--- src/rtl/bp_io_dev_scheduler.sv ---
// Round-robin scheduler for the shared uncached device port: one transaction in flight,
// with address decode, a response timeout and error completion so that no requester can hang.
module bp_io_dev_scheduler #(
    parameter int num_req_p     = 2,
    parameter int num_dev_p     = 5,
    parameter int paddr_width_p = 40,
    parameter int data_width_p  = 64,
    parameter int timeout_p     = 255
) (
    input  logic                                 clk_i,
    input  logic                                 reset_n_i,
    input  logic [num_req_p-1:0]                 req_v_i,
    input  logic [num_req_p*paddr_width_p-1:0]   req_addr_i,
    input  logic [num_req_p-1:0]                 req_w_i,
    input  logic [num_req_p*data_width_p-1:0]    req_data_i,
    output logic [num_req_p-1:0]                 req_ready_o,
    output logic                                 dev_v_o,
    output logic [num_dev_p-1:0]                 dev_sel_o,
    output logic [19:0]                          dev_addr_o,
    output logic                                 dev_w_o,
    output logic [data_width_p-1:0]              dev_data_o,
    input  logic                                 dev_ready_i,
    input  logic                                 dev_resp_v_i,
    input  logic [data_width_p-1:0]              dev_resp_data_i,
    output logic [num_req_p-1:0]                 resp_v_o,
    output logic [data_width_p-1:0]              resp_data_o,
    output logic                                 resp_err_o,
    input  logic [num_req_p-1:0]                 resp_ready_i
);

    localparam int GW = (num_req_p > 1) ? $clog2(num_req_p) : 1;
    localparam int CW = $clog2(timeout_p + 1);

    typedef enum logic [1:0] {IDLE, SEND, WAIT, RESP} state_e;

    state_e                   state_q, state_d;
    logic [GW-1:0]            gnt_q, gnt_d, last_q, last_d;
    logic [num_dev_p-1:0]     sel_q, sel_d;
    logic [19:0]              offs_q, offs_d;
    logic                     w_q, w_d;
    logic [data_width_p-1:0]  wdata_q, wdata_d;
    logic [data_width_p-1:0]  rdata_q, rdata_d;
    logic                     err_q, err_d;
    logic [CW-1:0]            cnt_q, cnt_d;

    logic [num_req_p-1:0][paddr_width_p-1:0] req_addr_a;
    logic [num_req_p-1:0][data_width_p-1:0]  req_data_a;
    logic [paddr_width_p-1:0] win_addr;
    logic [GW-1:0]            rr_idx;
    logic                     rr_found;
    logic                     legal;
    logic                     tmo;

    assign req_addr_a = req_addr_i;
    assign req_data_a = req_data_i;

    // Search starts just past the last granted requester and wraps around.
    always_comb begin
        logic [GW-1:0] idx;
        rr_found = 1'b0;
        rr_idx   = '0;
        for (int i = 1; i <= num_req_p; i++) begin
            idx = GW'((int'(last_q) + i) % num_req_p);
            if (!rr_found && req_v_i[idx]) begin
                rr_found = 1'b1;
                rr_idx   = idx;
            end
        end
    end

    assign win_addr = req_addr_a[rr_idx];
    assign legal    = (win_addr[paddr_width_p-1:24] == '0) && (int'(win_addr[23:20]) < num_dev_p);
    assign tmo      = (cnt_q == CW'(timeout_p - 1));

    always_ff @(posedge clk_i or negedge reset_n_i) begin
        if (!reset_n_i) begin
            state_q <= IDLE;
            gnt_q   <= '0;
            last_q  <= GW'(num_req_p - 1);
            sel_q   <= '0;
            offs_q  <= '0;
            w_q     <= 1'b0;
            wdata_q <= '0;
            rdata_q <= '0;
            err_q   <= 1'b0;
            cnt_q   <= '0;
        end else begin
            state_q <= state_d;
            gnt_q   <= gnt_d;
            last_q  <= last_d;
            sel_q   <= sel_d;
            offs_q  <= offs_d;
            w_q     <= w_d;
            wdata_q <= wdata_d;
            rdata_q <= rdata_d;
            err_q   <= err_d;
            cnt_q   <= cnt_d;
        end
    end

    always_comb begin
        state_d = state_q;
        gnt_d   = gnt_q;
        last_d  = last_q;
        sel_d   = sel_q;
        offs_d  = offs_q;
        w_d     = w_q;
        wdata_d = wdata_q;
        rdata_d = rdata_q;
        err_d   = err_q;
        cnt_d   = cnt_q;
        unique case (state_q)
            IDLE: begin
                if (rr_found) begin
                    gnt_d   = rr_idx;
                    sel_d   = num_dev_p'(1) << win_addr[23:20];
                    offs_d  = win_addr[19:0];
                    w_d     = req_w_i[rr_idx];
                    wdata_d = req_data_a[rr_idx];
                    rdata_d = '0;
                    err_d   = !legal;
                    cnt_d   = '0;
                    state_d = legal ? SEND : RESP;
                end
            end
            SEND: begin
                cnt_d = cnt_q + CW'(1);
                if (dev_ready_i) state_d = WAIT;
                if (tmo) begin
                    state_d = RESP;
                    err_d   = 1'b1;
                    rdata_d = '0;
                end
            end
            WAIT: begin
                cnt_d = cnt_q + CW'(1);
                // A response landing on the timeout cycle still completes cleanly.
                if (dev_resp_v_i) begin
                    state_d = RESP;
                    err_d   = 1'b0;
                    rdata_d = w_q ? '0 : dev_resp_data_i;
                end else if (tmo) begin
                    state_d = RESP;
                    err_d   = 1'b1;
                    rdata_d = '0;
                end
            end
            RESP: begin
                if (resp_ready_i[gnt_q]) begin
                    state_d = IDLE;
                    last_d  = gnt_q;
                end
            end
            default: state_d = IDLE;
        endcase
    end

    always_comb begin
        req_ready_o = '0;
        resp_v_o    = '0;
        dev_v_o     = (state_q == SEND);
        dev_sel_o   = dev_v_o ? sel_q : '0;
        dev_addr_o  = dev_v_o ? offs_q : '0;
        dev_w_o     = dev_v_o & w_q;
        dev_data_o  = dev_v_o ? wdata_q : '0;
        resp_data_o = rdata_q;
        resp_err_o  = err_q;
        if (state_q == IDLE && rr_found) req_ready_o = num_req_p'(1) << rr_idx;
        if (state_q == RESP)             resp_v_o    = num_req_p'(1) << gnt_q;
    end

endmodule

--- config.mk ---
export PLATFORM = sky130hd
export DESIGN_NAME = bp_io_dev_scheduler
export DESIGN_NICKNAME = d
export VERILOG_FILES = /design/src/rtl/bp_io_dev_scheduler.sv
export SDC_FILE = /design/constraint.sdc
export NUM_CORES = 1
export LEC_CHECK = 0
export ABC_AREA = 1
export CORE_AREA = 2 2 171 173
export CTS_CLUSTER_SIZE = 12
export DETAILED_ROUTE_END_ITERATION = 7
export DIE_AREA = 0 0 173 175
export SETUP_SLACK_MARGIN = 0.02
export SYNTH_ARGS = -nofsm -noshare
export SYNTH_HDL_FRONTEND = slang
export SYNTH_SLANG_ARGS = --single-unit
--- constraint.sdc ---
create_clock -name clk_i -period 2.2 [get_ports clk_i]
set_input_delay 0.44 -clock clk_i [delete_from_list [all_inputs] [get_ports clk_i]]
set_output_delay 0.44 -clock clk_i [all_outputs]
set_load 0.02 [all_outputs]
==> flow_summary.ini <==
[status]
status = completed

[placed_design]
portBuffers = 441
place_ws_ns = -0.134
place.gp.congestion = 0.818
dp_hpwl_um = 22300

[timing]
fmax_mhz = 458
fin_tns_setup_ns = 0
finalCriticalPeriod_ns = 2.18
tightestPinTransition_ns = 0.417
rsz0062_at_grt = yes
slew_headroom_pct = 72.2
setup_viol = 0
fin_ws_ns = 0.0184
slew_violations = 0
post-route-period-util_pct = 99.2
finClkSkew_ns = 0.0107
final_hold_viol_count = 0

[route]
drc = 0
viasPerCell = 4.43
wl_um = 31400
ant_nets = 0
vias = 8624
drt-initial-drc-count = 370
drt-wirelength-per-cell_um = 16.1
first_pass_iters = 4

[floorplanning]
core_region_area_um2 = 28400
dieArea_um2 = 30300
die_w_um = 173
rows = 62
chipHeight_um = 175
start_util_pct = 29.4
top_level_ports = 442

[power_and_ir_drop]
internal-power_mw = 9.44
switchingPower_mw = 6.83
combPwrFrac_pct = 49.6
pwr-share-seq_pct = 30.2
vdd_drop_max_v = 0.000518
powerDensity_nw_per_um2 = 1180
clkPwrFrac_pct = 20.2
finalPower_mw = 16.3
leakagePower_nw = 6.97
swShare_pct = 42.0

[clock_tree]
tritoncts = yes
insertion_delay_ns = 0.44
clk_pin_slew_ns = 0.07
htree_levels = 4
numCtsBuffers = 17
clockBufferDepth = 2
cts_sinks = 167
cts_root_buf = clkbuf_16

[critical_path]
cp-end-kind = output port
arrival_ns = 1.74
slowest_delay_ns = 0.45
crit_required_ns = 1.76
critPathKind = reg2out
critical_path.cell_chain = inv_1 -> ha_2 -> o21ai_4 -> nor2_4 -> clkdlybuf4s15_2
critPathBufInv = 2
path_delay_family = flip-flops
cp-start-kind = flip-flop
cp_slowest_cell = dfrtp_2
path_max_fanout = 4

[synth]
syn-num-nets = 1387
synthArstFlopShare_pct = 100
postSynthAreaPerCell_um2 = 7.59
seq_area_frac_synth_pct = 50.1
yosysTopAreaCell = dfrtp_1
synth_top_cell_area_share_pct = 49.8
yosysUniqueCellTypes = 35
syn-cell-area_um2 = 8340
yosysWarnings = 0
synthTopCellsByArea = dfrtp_1, nand2_1, nand3_1, inv_1, o21ai_2
synth_ff_type = dfrtp_1
synth_cells = 1099
synth_common_cells = nand2_1, dfrtp_1, inv_1
synth_edf_count = 0
yosysMostFrequentCell = nand2_1
ys_ff_latch = 167

[grt]
grt-busiest-layer = met2
grt_pass1_wl_um = 48500
grt_pass1_vias = 8704
antenna_found_initial = 2
grtUsageMet1_pct = 24.2
grt_use_met3_pct = 7.03
gr-usage-met2_pct = 34.4
grt_start_max_net_pins = 73
grtUsageTotal_pct = 20.3
grt_overflow = 0

[cells_and_area]
multi_input_area_um2 = 3420
final_nets = 1837
final_core_util_pct = 48.7
n_fill_cell = 2850
drive_gt1_share_pct = 15.1
areaGrowthSynthToFinish_pct = 65.7
seq_area_um2 = 4180

[hold_path]
hp-class = reg2reg

[run]
drv_cap = 0
## cells in the final DEF (no fill, tap or decap), drive strengths merged
cell,Yosys,layout
nand3b,1,1
dlygate4sd3,0,1
clkinvlp,0,2
buf,41,129
ha,6,6
dfrtp,166,166
and3,1,1
nand4,1,1
or2,1,1
clkbuf,17,28
clkinv,0,3
a21oi,8,8
nand3,95,95
inv,111,117
xor2,3,3
nor2,34,34
o21a,1,1
nor3b,4,4
nor3,5,5
dfstp,1,1
o21ai,77,77
o31ai,2,2
diode,0,2
bufinv,0,3
clkdlybuf4s50,0,345
nand2,524,524
clkdlybuf4s15,0,4
## stage by stage
step                      instance area, um^2  hold WS, ns  cells
after floorplan                          8340        0.144   1099
after global placement                  13400        0.396   1906
after detailed placement                13400        0.392   1906
after CTS                               13800        0.479   1941
after global routing                    13800        0.511   1947
final                                   13800        0.482   1948
## flip-flops by register name (all words and copies together) (netlist names)
name         cells
offs_q          20
resp_err_o       1
w_q              1
gnt_q            1
wdata_q         64
state_q          2
sel_q            5
last_q           1
resp_data_o     64
cnt_q            8
## metal layers
| metal | share of wire (%) | vias to the layer above |
|---|---|---|
| met3 | 8.5 | 28 |
| met1 | 42 | 3993 |
| li1 | - | 4276 |
| met4 | 1.8 | 0 |
| met2 | 48 | 327 |
| met5 | 0 | - |
## power by group through the flow
stage	clock [mW]	sequential (mW)	combinational, mW
after floorplan	0	5.12	4.33
after global placement	0	4.89	8.06
after detailed placement	0	4.92	8.12
after CTS	3.38	4.89	7.98
after global routing	3.49	5.05	8.89
final	3.29	4.91	8.06
## area by class of cell
cell class / count / share of cell area (%)
timing repair buffer: 489 / 33.9
sequential: 167 / 30.3
multi-input combinational: 763 / 24.7
tap: 384 / 3.48
clock buffer: 18 / 3.18
inverter: 111 / 3.02
clock inverter: 14 / 1.34
antenna: 2 / 0.0362
## logic make-up (layout without fill, tap and decap cells)
family	count (synthesis)	in the layout	share of synthesized area, %
compound gates	88	88	6.47
xor+xnor	3	3	0.315
fa+ha+maj	6	6	0.900
buf+inv	169	632	9.42
flops	167	167	50.1
other cells	0	2	0
simple gates	666	666	32.8
## path summary, 6_finish.rpt
path                                             start                           to  slack (ns)  depth (start not counted)
worst max-delay path            state_q[0]$_DFFE_PN0P_               req_ready_o[0]        0.02                          5
worst min-delay path              sel_q[1]$_DFFE_PN0P_         sel_q[1]$_DFFE_PN0P_        0.48                          2
worst max register to register  state_q[0]$_DFFE_PN0P_        offs_q[6]$_DFFE_PN0P_        0.21                          8
worst min register to register    sel_q[1]$_DFFE_PN0P_         sel_q[1]$_DFFE_PN0P_        0.48                          2
max in group asynchronous                    reset_n_i           last_q$_DFFE_PN1P_        1.01                          3
min in group asynchronous                    reset_n_i  resp_data_o[60]$_DFFE_PN0P_        0.49                          2
## what timing repair did
action	in CTS	in global routing
gates resized for setup	322	106
setup buffers	1	2
hold buffers	1	0
endpoints found under the hold margin	39	0
gates cloned	1	4
setup endpoints to repair	93	79
## worst register-to-register path, stage by stage (launching register included)
cell	delay [ns]
dfrtp_2	0.45
inv_1	0.12
ha_2	0.26
inv_2	0.07
nor2_4	0.13
buf_4	0.31
buf_12	0.34
nand2_1	0.14
nand3_1	0.12
Power figures use the tool's default switching activity.
